<file path="src/rtl/cpu_ctl_pkg.sv">
// cpu_ctl_pkg: Funct/ALU/result-mux constants and multiply/divide FSM state shared by the CPU control blocks
package cpu_ctl_pkg;
  localparam logic [5:0] F_sll = 6'd0, F_mfhi = 6'd16, F_mflo = 6'd18, F_multu = 6'd25, F_divu = 6'd27;
  localparam logic [5:0] F_add = 6'd32, F_sub = 6'd34, F_and = 6'd36, F_or = 6'd37, F_slt = 6'd42;
  localparam logic [2:0] ALU_and = 3'b000, ALU_or = 3'b001, ALU_add = 3'b010, ALU_sub = 3'b110, ALU_slt = 3'b111;
  localparam logic [1:0] MUX_alu = 2'b00, MUX_hi = 2'b01, MUX_lo = 2'b10, MUX_shf = 2'b11;
  typedef enum logic [1:0] {IDLE, MUL, DIV} md_state_t;
endpackage

</file>
<file path="src/rtl/muldiv_ctl_if.sv">
// muldiv_ctl_if: instruction/operand inputs and decode, handshake and HI/LO outputs of muldiv_ctl
interface muldiv_ctl_if #(parameter int WIDTH = 32);
  logic             op_valid;
  logic [1:0]       ALUOp;
  logic [5:0]       Funct;
  logic [WIDTH-1:0] src_a, src_b;
  logic [2:0]       ALUOperation;
  logic [1:0]       MUXOperation;
  logic             busy, stall;
  logic [WIDTH-1:0] hi, lo;
  modport master (output op_valid, ALUOp, Funct, src_a, src_b,
                  input ALUOperation, MUXOperation, busy, stall, hi, lo);
  modport slave (input op_valid, ALUOp, Funct, src_a, src_b,
                 output ALUOperation, MUXOperation, busy, stall, hi, lo);
endinterface

</file>
<file path="src/rtl/alu_decode.sv">
// alu_decode: combinational ALUOp/Funct to ALU op code and result-mux select
module alu_decode
  import cpu_ctl_pkg::*;
(
  input  logic [1:0] ALUOp,
  input  logic [5:0] Funct,
  output logic [2:0] ALUOperation,
  output logic [1:0] MUXOperation
);
  logic [2:0] r_op;
  logic [1:0] r_mux;
  always_comb begin
    r_op = Funct == F_add ? ALU_add :
           Funct == F_sub ? ALU_sub :
           Funct == F_and ? ALU_and :
           Funct == F_or  ? ALU_or  :
           Funct == F_slt ? ALU_slt : ALU_and;
    r_mux = Funct == F_mfhi ? MUX_hi :
            Funct == F_mflo ? MUX_lo :
            Funct == F_sll  ? MUX_shf : MUX_alu;
    ALUOperation = ALUOp == 2'b00 ? ALU_add :
                   ALUOp == 2'b01 ? ALU_sub :
                   ALUOp == 2'b10 ? r_op : ALU_and;
    MUXOperation = ALUOp == 2'b10 ? r_mux :
                   ALUOp == 2'b11 ? MUX_hi : MUX_alu;
  end
endmodule

</file>
<file path="src/rtl/muldiv_ctl.sv">
// muldiv_ctl: ALU control decode plus iterative unsigned multiply/divide with HI/LO and busy/stall handshake
module muldiv_ctl
  import cpu_ctl_pkg::*;
#(
  parameter int WIDTH = 32,
  parameter int CNT_W = $clog2(WIDTH) + 1
) (
  input logic         clk,
  input logic         rst_n,
  muldiv_ctl_if.slave bus
);
  md_state_t        state, state_nxt;
  logic [CNT_W-1:0] cnt;
  logic [WIDTH-1:0] w_hi, w_lo, w_b, hi_nxt, lo_nxt;
  logic [WIDTH:0]   mul_sum, div_sh, div_diff;
  logic             md_op, start, last;

  alu_decode u_dec (
    .ALUOp       (bus.ALUOp),
    .Funct       (bus.Funct),
    .ALUOperation(bus.ALUOperation),
    .MUXOperation(bus.MUXOperation)
  );

  assign md_op     = bus.op_valid && bus.ALUOp == 2'b10 && (bus.Funct == F_multu || bus.Funct == F_divu);
  assign start     = md_op && state == IDLE;
  assign last      = cnt == CNT_W'(WIDTH - 1);
  assign bus.busy  = state != IDLE;
  assign bus.stall = bus.op_valid && bus.ALUOp == 2'b10 && bus.busy &&
                     (bus.Funct == F_mfhi || bus.Funct == F_mflo || bus.Funct == F_multu || bus.Funct == F_divu);

  // {w_hi,w_lo} is the shifting product (MUL) or remainder:dividend pair (DIV); w_b is multiplicand/divisor
  always_comb begin
    mul_sum   = {1'b0, w_hi} + (w_lo[0] ? {1'b0, w_b} : '0);
    div_sh    = {w_hi, w_lo[WIDTH-1]};
    div_diff  = div_sh - {1'b0, w_b};
    hi_nxt    = state == MUL ? mul_sum[WIDTH:1] :
                div_diff[WIDTH] ? div_sh[WIDTH-1:0] : div_diff[WIDTH-1:0];
    lo_nxt    = state == MUL ? {mul_sum[0], w_lo[WIDTH-1:1]} : {w_lo[WIDTH-2:0], ~div_diff[WIDTH]};
    state_nxt = start ? (bus.Funct == F_multu ? MUL : DIV) :
                state != IDLE && last ? IDLE : state;
  end

  always_ff @(posedge clk or negedge rst_n)
    if (!rst_n) state <= IDLE;
    else state <= state_nxt;

  always_ff @(posedge clk or negedge rst_n)
    if (!rst_n) begin
      cnt    <= '0;
      w_hi   <= '0;
      w_lo   <= '0;
      w_b    <= '0;
      bus.hi <= '0;
      bus.lo <= '0;
    end else if (start) begin
      cnt  <= '0;
      w_hi <= '0;
      w_lo <= bus.Funct == F_multu ? bus.src_b : bus.src_a;
      w_b  <= bus.Funct == F_multu ? bus.src_a : bus.src_b;
    end else if (state != IDLE) begin
      cnt  <= cnt + CNT_W'(1);
      w_hi <= hi_nxt;
      w_lo <= lo_nxt;
      if (last) begin
        bus.hi <= hi_nxt;
        bus.lo <= lo_nxt;
      end
    end
endmodule

</file>
<file path="src/flat_wrapper.sv">
// flat-port wrapper written by rule: the top's interface ports become plain ports
module muldiv_ctl_flat import cpu_ctl_pkg::*;
#(
  parameter int WIDTH = 32,
  parameter int CNT_W = $clog2(WIDTH) + 1
)
  (clk, rst_n, bus_op_valid, bus_ALUOp, bus_Funct, bus_src_a, bus_src_b, bus_ALUOperation, bus_MUXOperation, bus_busy, bus_stall, bus_hi, bus_lo);
  muldiv_ctl_if #(.WIDTH(WIDTH)) bus_i ();
  input logic clk;
  input logic rst_n;
  input wire logic [$bits(bus_i.op_valid)-1:0] bus_op_valid;
  input wire logic [$bits(bus_i.ALUOp)-1:0] bus_ALUOp;
  input wire logic [$bits(bus_i.Funct)-1:0] bus_Funct;
  input wire logic [$bits(bus_i.src_a)-1:0] bus_src_a;
  input wire logic [$bits(bus_i.src_b)-1:0] bus_src_b;
  output wire logic [$bits(bus_i.ALUOperation)-1:0] bus_ALUOperation;
  output wire logic [$bits(bus_i.MUXOperation)-1:0] bus_MUXOperation;
  output wire logic [$bits(bus_i.busy)-1:0] bus_busy;
  output wire logic [$bits(bus_i.stall)-1:0] bus_stall;
  output wire logic [$bits(bus_i.hi)-1:0] bus_hi;
  output wire logic [$bits(bus_i.lo)-1:0] bus_lo;
  assign bus_i.op_valid = bus_op_valid;
  assign bus_i.ALUOp = bus_ALUOp;
  assign bus_i.Funct = bus_Funct;
  assign bus_i.src_a = bus_src_a;
  assign bus_i.src_b = bus_src_b;
  assign bus_ALUOperation = bus_i.ALUOperation;
  assign bus_MUXOperation = bus_i.MUXOperation;
  assign bus_busy = bus_i.busy;
  assign bus_stall = bus_i.stall;
  assign bus_hi = bus_i.hi;
  assign bus_lo = bus_i.lo;
  muldiv_ctl #(.WIDTH(WIDTH), .CNT_W(CNT_W)) u_core (.clk(clk), .rst_n(rst_n), .bus(bus_i));
endmodule
</file>
<file path="config.mk">
export PLATFORM = sky130hd
export DESIGN_NAME = muldiv_ctl_flat
export DESIGN_NICKNAME = d
export VERILOG_FILES = /design/src/rtl/cpu_ctl_pkg.sv /design/src/rtl/muldiv_ctl_if.sv /design/src/rtl/alu_decode.sv /design/src/rtl/muldiv_ctl.sv /design/src/flat_wrapper.sv
export SDC_FILE = /design/constraint.sdc
export NUM_CORES = 1
export LEC_CHECK = 0
export CORE_MARGIN = 4
export CORE_UTILIZATION = 60
export DETAILED_ROUTE_END_ITERATION = 8
export MAX_ROUTING_LAYER = met4
export PLACE_DENSITY = 0.83
export SYNTH_ARGS = -nofsm -noshare
export SYNTH_HDL_FRONTEND = slang
export SYNTH_SLANG_ARGS = --single-unit
</file>
<file path="constraint.sdc">
create_clock -name clk -period 7.2 [get_ports clk]
set_clock_uncertainty 0.2 [all_clocks]
set_input_delay 1.44 -clock clk [delete_from_list [all_inputs] [get_ports clk]]
set_output_delay 1.44 -clock clk [all_outputs]
set_load 0.01 [all_outputs]
</file>
**Word-level counts from Yosys, hierarchy flattened**

Cells that the tools add are included.

- Bits in registers: 168
- Bits in latches: 0
- RAM bits: 0
- Memory bits (read-only): 0
- Input bits: 75
- Output and inout bits: 71
- Word-level logic and storage cells: 71
- Memories: 0

- Add/subtract/negate cells: 3
- Multipliers: 0
- Div/mod/pow operators: 0
- $lt $le $gt $ge: 0
- Equal/unequal tests: 14
- Shift-type cells: 0
- Multiplexer cells: 28
- Bitwise logic cells: 2
- Reductions and logical operators: 17

Operators by type and width:

| operator | count |
|---|---|
| $mux 32 | 10 |
| $add 32x33->33 | 1 |
| $sub 33x32->33 | 1 |
| $eq 6x5->1 const B | 5 |
| $eq 6x6->1 const B | 5 |
| $mux 3 | 8 |
| $mux 2 | 7 |
| $mux 6 | 2 |
| $add 6x1->6 const B | 1 |
| $logic_and 1x1->1 | 6 |
| $logic_not 6->1 | 1 |
| $reduce_bool 2->1 | 3 |
| $eq 2x1->1 const B | 2 |
| $eq 2x2->1 const B | 2 |
| $logic_not 2->1 | 2 |
| $logic_or 1x1->1 | 4 |
| $reduce_and 3->1 | 1 |
| $not 1->1 | 2 |
| $mux 1 | 1 |

**Logic depth before layout (Yosys ltp)**

Gate-level depths: netlist of the first run.

- Word-level depth: 9
- Mapped depth: 15
- Mapped depth without buffers: 14

**Modules after synthesis**

From an unflattened synthesis of the first run, not the netlist that was laid out.

- Cells, all modules: 1472
- Area total of the unflattened synthesis: 12086.6 sq um

By module, submodules not included:

| module | times used | cells an instance | area an instance (sq um) | sequential area each (sq um) |
|---|---|---|---|---|
| muldiv_ctl | 1 | 1457 | 11962.7 | 4204.0 |
| alu_decode | 1 | 15 | 123.9 | 0.0 |

**Least setup slack after synthesis of the first run**

Ideal clock, no wire load.

- Kind: input to output
- From: input bus_Funct[1]
- To: output bus_MUXOperation[0]
- Arrival: 2.783 ns
- Required time: 5.560 ns
- Setup slack: 2.777 ns
- Stages: 5
- Buffers on the path: 3
- Cells stage by stage: clkbuf_1 clkbuf_1 buf_1 o21ai_0 and2_1

- Word-level cells in the longest chain between the ends: 5
- Elaborated cells on any way between the ends: 7
- Those cells by class: eq/ne (2); mux (4); reduce/logical (1)

Ends and longest elaborated chain:

| item | RTL line | source |
|---|---|---|
| start: declaration | flat_wrapper.sv:13 | `input wire logic [$bits(bus_i.Funct)-1:0] bus_Funct;` |
| $logic_not 6->1 | alu_decode.sv:20 | `Funct == F_sll ? MUX_shf : MUX_alu;` |
| $mux 2 | alu_decode.sv:20 |  |
| $mux 2 | alu_decode.sv:19 | `Funct == F_mflo ? MUX_lo :` |
| $mux 2 * | alu_decode.sv:18 | `r_mux = Funct == F_mfhi ? MUX_hi :` |
| $mux 2 * | alu_decode.sv:24 | `MUXOperation = ALUOp == 2'b10 ? r_mux :` |
| end: declaration | flat_wrapper.sv:17 | `output wire logic [$bits(bus_i.MUXOperation)-1:0] bus_MUXOperation;` |

Every way passes the cells marked *; elsewhere a longest branch is shown, timed or not.

**Worst setup path in the final report of the first run**

- From: input bus_Funct[0]
- To: output bus_MUXOperation[1]

The elaborated chain is that of the path after synthesis.

==> metrics.yaml, run 1 <==
clocking:
  cts_setup_buffers: 0
  cts_max_level: 4
  cts-root-buf: "clkbuf_16"
  ctsResizeCount: 0
  cts.sinks: 168
  clockBufferDepth: 2
  cts_hold_buffers: 0
  path_clk_slew_ns: 0.07
  clock_latency_ns: 0.44
  cts_tree: "built"
  cts_made_buffers: 17
floorplanning:
  io_pins: 146
  start_util_pct: 60.82
  core-area_sq_mm: 0.01946
  dieWidth_um: 148.5
  rows: 51
  die_h_um: 148.5
  dieArea_sq_mm: 0.02204
setup_path:
  critPathRequiredTime_ns: 5.56
  crit_buf_inv: 2
  cpPeakStageDelay_ns: 0.60
  critPathTopFamily: "buffers and inverters"
  critPathMaxFanout: 7
  slowest_stage: "clkdlybuf4s50_1"
  crit_chain: "clkdlybuf4s50_1, nor2_1, nand2_1, nor4b_1, clkdlybuf4s50_1"
  reg2reg_depth: 15
  arrival_ns: 3.31
  start_kind: "input pin"
  path_depth: 5
  cpMostUsedCell: "clkdlybuf4s50_1"
  critPathKind: "input pin to output port"
  crit_path_end_kind: "output port"
power:
  p_leak_nw: 6.134
  pwr-share-comb_pct: 55.2
  total_power_mw: 5.432
  power.switching_mw: 2.490
  powerDensity_mw_per_mm2: 387.8
  ir_drop_uv: 216.7
  pwr-share-clk_pct: 17.5
  intPower_mw: 2.942
  seqPwrFrac_pct: 27.4
  p_sw_share_pct: 45.84
global_route:
  grt_max_degree: 86
  grt_pass1_vias: 10900
  grt_antenna_before_repair: 0
  grt_usage_pct: 31.61
  grt_pass1_wl_mm: 54.73
  gr-total-overflow: 0
routing:
  wl_per_cell_um: 19.18
  drc: 0
  dr.pass1.iters: 7
  routed_via_density: 6.279
  num_vias: 11090
  finalWirelength_mm: 33.88
  drt_iter0_markers: 1133
  ant_nets: 0
placed_design:
  port_buffers: 145
  place.gp.congestion: 0.9224
  hpwl_mm: 23.87
synthesis:
  ys_warn_count: 0
  ys.flop_type: "dfrtp_1"
  async_flop_share_pct: 100.0
  synth_edf_count: 0
  syn_avg_cell_area_sq_um: 8.485
  synth.cell_area_sq_mm: 0.01184
  synth_seq_area_share_pct: 35.52
  yosysUniqueCellTypes: 67
  syn_inst: 1395
  yosys_register_bits: 168
  syn_nets: 1537
timing:
  min_period_ns: 4.948
  slew-limit-headroom_pct: 15.56
  finalCritPeriodShare_pct: 68.72
  rsz0062_at_grt: "no"
  finalSetupViolCount: 0
  clock.fmax_mhz: 202.1
  drv_slew: 0
  tightest_slew_ns: 1.261
  whs_ns: 0.2755
  hold_violations: 0
  tns_ns: 0
cells_and_area:
  drive_above_1_share_pct: 5.197
  nets: 1630
  diodes: 0
  syn_to_final_growth_pct: 18.35
job:
  cap_violations: 0
run_status:
  status: "completed"
hold_path:
  hold_path.class: "register to register"
  min_delay_path_depth: 1
==> power groups by stage <==
stage / combinational, mW / clock [mW] / sequential, mW
2_1_floorplan: 2.31 / 0 / 1.38
3_3_place_gp: 2.85 / 0 / 1.47
3_5_place_dp: 2.92 / 0 / 1.48
4_1_cts: 2.96 / 0.958 / 1.47
5_1_grt: 3.31 / 1.00 / 1.51
6_report: 3.00 / 0.950 / 1.49
==> final cells by class <==
type,instances,area [sq um]
Clock buffer,17,425.4
Clock inverter,15,181.4
Fill cell,1553,5454
Inverter,48,180.2
Multi-Input combinational cell,1093,7124
Sequential cell,168,4205
Tap cell,265,331.6
Timing Repair Buffer,160,1560
==> cell usage after synthesis, drive strengths merged (19+ instances only) <==
cell    count  area (sq um)
nand2     207         777.0
dfrtp     168          4204
o21ai     166         834.6
mux2i      92         920.9
nor2       90         337.8
a21oi      82         417.9
clkbuf     74         277.8
ha         65         813.3
inv        48         180.2
a31oi      41         256.5
xnor2      41         359.1
and2       37         231.5
a21o       34         255.2
a222oi     30         300.3
nand3      30         150.1
xor2       19         185.2
==> kinds of logic (layout without fill, tap and decap cells) <==
| logic type | count (synthesis) | in the layout | share of synthesized area (%) |
|---|---|---|---|
| AND/OR/NAND/NOR | 426 | 426 | 15.95 |
| adder cells (fa/ha/maj) | 67 | 67 | 7.209 |
| XOR/XNOR | 60 | 60 | 4.598 |
| buffers and inverters | 134 | 240 | 4.471 |
| multiplexers | 106 | 106 | 9.112 |
| AO/OA/AOI/OAI | 434 | 434 | 23.14 |
| flip-flops | 168 | 168 | 35.52 |
==> sequential cells by signal, indices dropped and copies added, names as in the netlist <==
signal,cells
u_core.bus.hi,32
u_core.bus.lo,32
u_core.cnt,6
u_core.state,2
u_core.w_b,32
u_core.w_hi,32
u_core.w_lo,32
==> metal layers <==
layer | GRT usage, % | vias up | routed length (um)
li1 | - | 5236 | -
met1 | 42.48 | 5229 | 14440
met2 | 49.22 | 562 | 15590
met3 | 5.972 | 62 | 3136
met4 | 9.423 | 0 | 709
met5 | - | - | 0
==> through the flow <==
| stage | setup slack, ns | utilization, % | cell area, sq um | instances |
|---|---|---|---|---|
| after detailed placement | 2.231 | 68.86 | 13400 | 1734 |
| after global placement | 2.326 | 68.86 | 13400 | 1734 |
| final | 2.252 | 71.98 | 14010 | 1766 |
| after floorplan | 2.777 | - | 11840 | 1395 |
| after global routing | 2.100 | 71.98 | 14010 | 1766 |
| after CTS | 2.233 | 71.98 | 14010 | 1766 |
==> worst paths after layout <==
kind | start | end | slack (ns)
setup / recovery | bus_Funct[0] | bus_MUXOperation[1] | 2.25
hold / removal | u_core.bus.hi[16] | u_core.bus.hi[16] | 0.28
setup reg to reg | u_core.w_lo[0] | u_core.bus.hi[31] | 2.47
hold reg to reg | u_core.bus.hi[16] | u_core.bus.hi[16] | 0.28
max in group asynchronous | rst_n | u_core.state[1] | 4.69
min in group asynchronous | rst_n | u_core.bus.hi[25] | 0.80
==> cell usage in the layout (no fill, tap or decap), types with 17 or more instances in the layout <==
master / n
mux2i_1: 92
and2_1: 37
a21oi_1: 80
nor2_1: 87
o21ai_1: 49
xnor2_1: 41
dfrtp_1: 167
inv_1: 48
ha_1: 65
a222oi_1: 30
o21ai_0: 116
a31oi_1: 41
nand3_1: 30
nand2_1: 206
xor2_1: 18
clkdlybuf4s50_1: 143
clkbuf_16: 17
a21o_1: 34
No activity file was read; power rests on OpenSTA's default activity.
==> inputs of run 2 (changes only) <==
--- a/config.mk
+++ b/config.mk
@@ -6,10 +6,10 @@
 export NUM_CORES = 1
 export LEC_CHECK = 0
 export CORE_MARGIN = 4
-export CORE_UTILIZATION = 60
+export CORE_UTILIZATION = 52
 export DETAILED_ROUTE_END_ITERATION = 8
 export MAX_ROUTING_LAYER = met4
-export PLACE_DENSITY = 0.83
+export PLACE_DENSITY = 0.76
 export SYNTH_ARGS = -nofsm -noshare
 export SYNTH_HDL_FRONTEND = slang
 export SYNTH_SLANG_ARGS = --single-unit
==> constraint.sdc (replaced) <==
create_clock -name clk -period 4.3 [get_ports clk]
set_clock_uncertainty 0.2 [all_clocks]
set_input_delay 0.86 -clock clk [delete_from_list [all_inputs] [get_ports clk]]
set_output_delay 0.86 -clock clk [all_outputs]
set_load 0.01 [all_outputs]
==> metrics.yaml, run 2 (same netlist as run 1, synthesis figures left out) <==
placed_design:
  place.gp.congestion: 0.9141
  hpwl_mm: 25.91
  placed_area_sq_mm: 0.01358
  port_buffers: 145
clocking:
  ctsResizeCount: 0
  clock_latency_ns: 0.44
  cts_made_buffers: 17
  cts_tree: "built"
  path_clk_slew_ns: 0.08
  cts.sinks: 168
  cts_max_level: 4
  cts-root-buf: "clkbuf_16"
  clockBufferDepth: 2
  cts_setup_buffers: 0
  cts_hold_buffers: 0
floorplanning:
  dieArea_sq_mm: 0.02524
  dieWidth_um: 158.9
  rows: 54
  core-area_sq_mm: 0.02209
  start_util_pct: 53.57
  die_h_um: 158.9
  io_pins: 146
job:
  cap_violations: 0
power:
  powerDensity_mw_per_mm2: 647.4
  ir_drop_uv: 420.0
  total_power_mw: 9.184
  p_leak_nw: 6.214
cells_and_area:
  syn_to_final_growth_pct: 19.84
  nets: 1644
  design_area_sq_mm: 0.01418
  drive_above_1_share_pct: 6.073
  final_common_cell: "nand2_1"
  nFillCells: 1834
  fin_util_pct: 64.20
  layout_common_cells: "206 x nand2_1, 167 x dfrtp_1, 143 x clkdlybuf4s50_1, 116 x o21ai_0, 92 x mux2i_1"
timing:
  hold_violations: 0
  finalCritPeriodShare_pct: 90.62
  rsz0062_at_grt: "no"
  drv_slew: 0
  slew-limit-headroom_pct: 51.96
  min_period_ns: 3.897
  clock.fmax_mhz: 256.6
  tns_ns: 0
  finalSetupViolCount: 0
  tightest_slew_ns: 0.7206
setup_path:
  critPathKind: "register to register"
  start_kind: "register"
  critPathMaxFanout: 3
  critPathRequiredTime_ns: 4.43
  crit_path_end_kind: "register"
  arrival_ns: 4.03
global_route:
  top_usage_layer: "met2"
  grtUsageMet2_pct: 42.17
  grt_pass1_wl_mm: 56.81
  grt.met3_usage_pct: 5.754
  grt_pass1_vias: 10640
  grt_max_degree: 71
  met1_usage_pct: 39.45
  grt_usage_pct: 28.05
  grt_antenna_before_repair: 1
  gr-total-overflow: 0
routing:
  drc: 0
  drt_iter0_markers: 1199
  num_vias: 10970
  routed_via_density: 6.106
  dr.pass1.iters: 8
  finalWirelength_mm: 34.88
  wl_per_cell_um: 19.42
  ant_nets: 0
hold_path:
  hold_path.class: "input pin to asynchronous set/reset pin"
run_status:
  status: "completed"
## run 2: cell types whose count changed in the layout (fill, tap and decap cells not counted)
cell	delta
buf_12	+4
clkinv_4	-1
inv_8	-1
clkinvlp_4	-1
bufinv_16	-1
clkinv_8	+3
inv_6	+1
diode_2	+1
buf_4	+10
## run 2: worst max-delay path: stages (launching register included)
cell and delay, ns:
dfrtp_1 0.39, and2_1 0.17, ha_1 0.22, fa_1 0.44
a21o_1 0.21, a21oi_2 0.20, o21ai_1 0.11, a221o_1 0.33
a21oi_1 0.23, o21ai_1 0.17, a21oi_1 0.37, o21ai_0 0.17
xnor2_1 0.21, mux2i_1 0.09, mux2_2 0.28
## run 2: worst paths after layout
path | from | end | slack (ns) | depth (start not counted)
min in group clk | u_core.bus.hi[23] | u_core.bus.hi[23] | 0.28 | 2
max in group asynchronous | rst_n | u_core.w_hi[24] | 2.70 | 2
setup / recovery | u_core.w_b[0] | u_core.bus.hi[29] | 0.40 | 14
hold reg to reg | u_core.bus.hi[23] | u_core.bus.hi[23] | 0.28 | 2
setup reg to reg | u_core.w_b[0] | u_core.bus.hi[29] | 0.40 | 14
hold / removal | rst_n | u_core.bus.lo[3] | 0.20 | 1
## run 2: stage by stage
step / hold slack, ns / cells / worst slack (ns)
6_report: 0.2047 / 1796 / 0.4032
5_1_grt: 0.2497 / 1796 / 0.04834
4_1_cts: 0.2386 / 1795 / 0.4194
3_5_place_dp: 0.2702 / 1763 / 0.4261
3_3_place_gp: 0.2609 / 1763 / 0.5289
2_1_floorplan: 0.2445 / 1395 / 0.7961
## run 2: routing by layer
metal,part of all wire (%),vias to the layer above
met3,8.7,51
met2,45,495
met4,1.7,0
met1,45,5159
met5,0,-
li1,-,5261
## run 2: where the power goes
| group | internal, mW | switching, mW | leakage, nW |
|---|---|---|---|
| clock network | 0.789 | 0.789 | 0.293 |
| logic | 2.23 | 2.90 | 3.73 |
| registers | 1.95 | 0.523 | 2.20 |
## run 2: final cells by class
type	instances	area, sq um	area share, %
diodes	1	2.502	0.01764
clock buffers	17	425.4	2.999
multi-input cells	1093	7124	50.22
inverters	48	180.2	1.270
well taps	280	350.3	2.470
flip-flops and latches	168	4205	29.65
repair buffers	174	1715	12.09
clock inverters	15	181.4	1.279
==> inputs of run 3 (changes only) <==
--- a/config.mk
+++ b/config.mk
@@ -10,6 +10,7 @@
 export DETAILED_ROUTE_END_ITERATION = 8
 export MAX_ROUTING_LAYER = met4
 export PLACE_DENSITY = 0.76
+export SLEW_MARGIN = 25
 export SYNTH_ARGS = -nofsm -noshare
 export SYNTH_HDL_FRONTEND = slang
 export SYNTH_SLANG_ARGS = --single-unit
==> results of run 3 <==
The final DEF is identical to that of run 2; final timing and power are the same.
==> variant (config.mk and constraints of run 3) <==
Encoding of `md_state_t`: now one-hot (3 bits for 3 states).
--- a/src/rtl/cpu_ctl_pkg.sv
+++ b/src/rtl/cpu_ctl_pkg.sv
@@ -4,6 +4,6 @@
   localparam logic [5:0] F_add = 6'd32, F_sub = 6'd34, F_and = 6'd36, F_or = 6'd37, F_slt = 6'd42;
   localparam logic [2:0] ALU_and = 3'b000, ALU_or = 3'b001, ALU_add = 3'b010, ALU_sub = 3'b110, ALU_slt = 3'b111;
   localparam logic [1:0] MUX_alu = 2'b00, MUX_hi = 2'b01, MUX_lo = 2'b10, MUX_shf = 2'b11;
-  typedef enum logic [1:0] {IDLE, MUL, DIV} md_state_t;
+  typedef enum logic [2:0] {IDLE = 3'b001, MUL = 3'b010, DIV = 3'b100} md_state_t;
 endpackage
 
Check against the original RTL: same outputs for any inputs over 10 cycles, from zero or initial values and one cycle with rst_n low; not proved beyond that.
==> variant against run 3 <==
Sequential cell count increased by 1. Critical path type unchanged. Design area down 0.33%. Final cell count decreased by 0.61%. Wire length is 3.6% higher. Combinational power up 13%. Largest cell class unchanged. Synthesized area shrank 1.1%. Worst setup slack got worse by 130 ps. Utilization increased by 0.18 points. Power increased by 8.7%.
==> variant: results (changes against run 3) <==
| Metric | Value |
|---|---|
| Initial antenna violation count | `0 (was 1)` |
| DP HPWL | `26100 microns (was 25900 microns)` |
| Syn Inst Count | `1380 (was 1395)` |
| FF-to-FF Start | `u_core.w_hi[6] (was u_core.w_b[0])` |
| Register area share after synthesis | `36.1% (was 35.5%)` |
| Largest net degree at the start of global routing | `89 (was 71)` |
| Post-synth top cells | `dfrtp_1 (168), nor2_1 (153), a21oi_1 (141), nand2_1 (138), o21ai_0 (101) (was nand2_1 (207), dfrtp_1 (168), o21ai_0 (116), mux2i_1 (92), nor2_1 (90))` |
| Routed len/inst | `20.2 microns (was 19.4 microns)` |
| Reg2Reg Setup Slack | `280 ps (was 400 ps)` |
| WP data arrival | `4200 ps (was 4030 ps)` |
| Status | `completed (unchanged)` |
| Initial DRT Pass Iterations | `5 (was 8)` |
| IR drop worst, VDD | `0.318 mV (was 0.420 mV)` |
| Drt total wl | `36100 microns (was 34900 microns)` |
| Slowest cell on crit path | `xnor2_4 (was fa_1)` |
| Worst-path maximum fanout | `29 (was 3)` |
| Synth top area cells | `dfrtp_1 (36%), ha_1 (6.9%), mux2i_1 (6.2%) (was dfrtp_1 (36%), mux2i_1 (7.8%), ha_1 (6.9%))` |
| Mapped Nets | `1522 (was 1537)` |
| Ratio of cells with drive above 1 in the final layout | `7.18% (was 6.07%)` |
| Overall Global Routing Usage | `30.4% (was 28.0%)` |
| Slew @ Worst Pin | `968 ps (was 721 ps)` |
| N_diodes | `0 (was 1)` |
| GP Congestion | `1.01 (was 0.914)` |
| Vias in the first global route | `10800 (was 10600)` |
| Nets | `1635 (was 1644)` |
| Hold slack | `271 ps (was 205 ps)` |
| R2R Path End | `u_core.bus.hi[27] (was u_core.bus.hi[29])` |
| Placed Area | `0.0136 sq mm (about the same)` |
| Setup TNS | `0 ps (unchanged)` |
| Vias per Instance | `6.18 (was 6.11)` |
| Filler cell count | `1815 (was 1834)` |
| Synth top area share | `35.9% (was 35.5%)` |
==> variant: how the worst max path moves through the flow <==
stage | startpoint | endpoint | slack, ps | depth (start not counted)
floorplan | u_core.w_lo[31] | u_core.bus.hi[0] | 930 | 15
global placement | u_core.w_lo[31] | u_core.bus.hi[27] | 410 | 14
detailed placement | u_core.w_hi[6] | u_core.bus.hi[27] | 420 | 12
CTS | u_core.w_hi[6] | u_core.bus.hi[27] | 330 | 12
global route | u_core.w_lo[31] | u_core.bus.hi[10] | 110 | 15
finish | u_core.w_hi[6] | u_core.bus.hi[27] | 280 | 12
==> variant: power by group <==
group	switching [mW]	internal, mW	total, mW
Combinational	3.34	2.46	5.81
Sequential	0.537	2.10	2.64
Clock	0.765	0.774	1.54
==> variant: layer usage <==
metal  routed length (microns)  vias up  global-route usage, %
met5                         0        -                      -
met4                       750        0                   7.72
met3                      2630       56                   5.25
met2                     16600      457                   46.7
met1                     16200     5335                   42.0
li1                          -     5190                      -
==> variant: kinds of logic after synthesis <==
kind of cell             share of synthesized area [%]
multiplexers                                      7.40
flip-flops                                        36.1
AO/OA/AOI/OAI                                     24.0
AND/OR/NAND/NOR                                   16.6
adder cells (fa/ha/maj)                           7.29
XOR/XNOR                                          4.26
buffers and inverters                             4.33
==> variant: area by class of cell <==
type | count | area, sq um | area share [%]
Inverter | 49 | 184 | 1.30
Clock inverter | 14 | 148 | 1.04
Timing Repair Buffer | 177 | 1760 | 12.5
Multi-Input combinational cell | 1079 | 7040 | 49.8
Sequential cell | 169 | 4230 | 29.9
Clock buffer | 17 | 425 | 3.01
Tap cell | 280 | 350 | 2.48
==> variant: per-stage QoR <==
step,utilization [%],setup slack [ps],total power [mW]
after floorplan,-,927,6.51
after detailed placement,61.8,420,8.35
after global placement,61.7,411,8.26
after global routing,64.4,107,10.7
final,64.4,275,9.99
after CTS,64.4,330,9.92
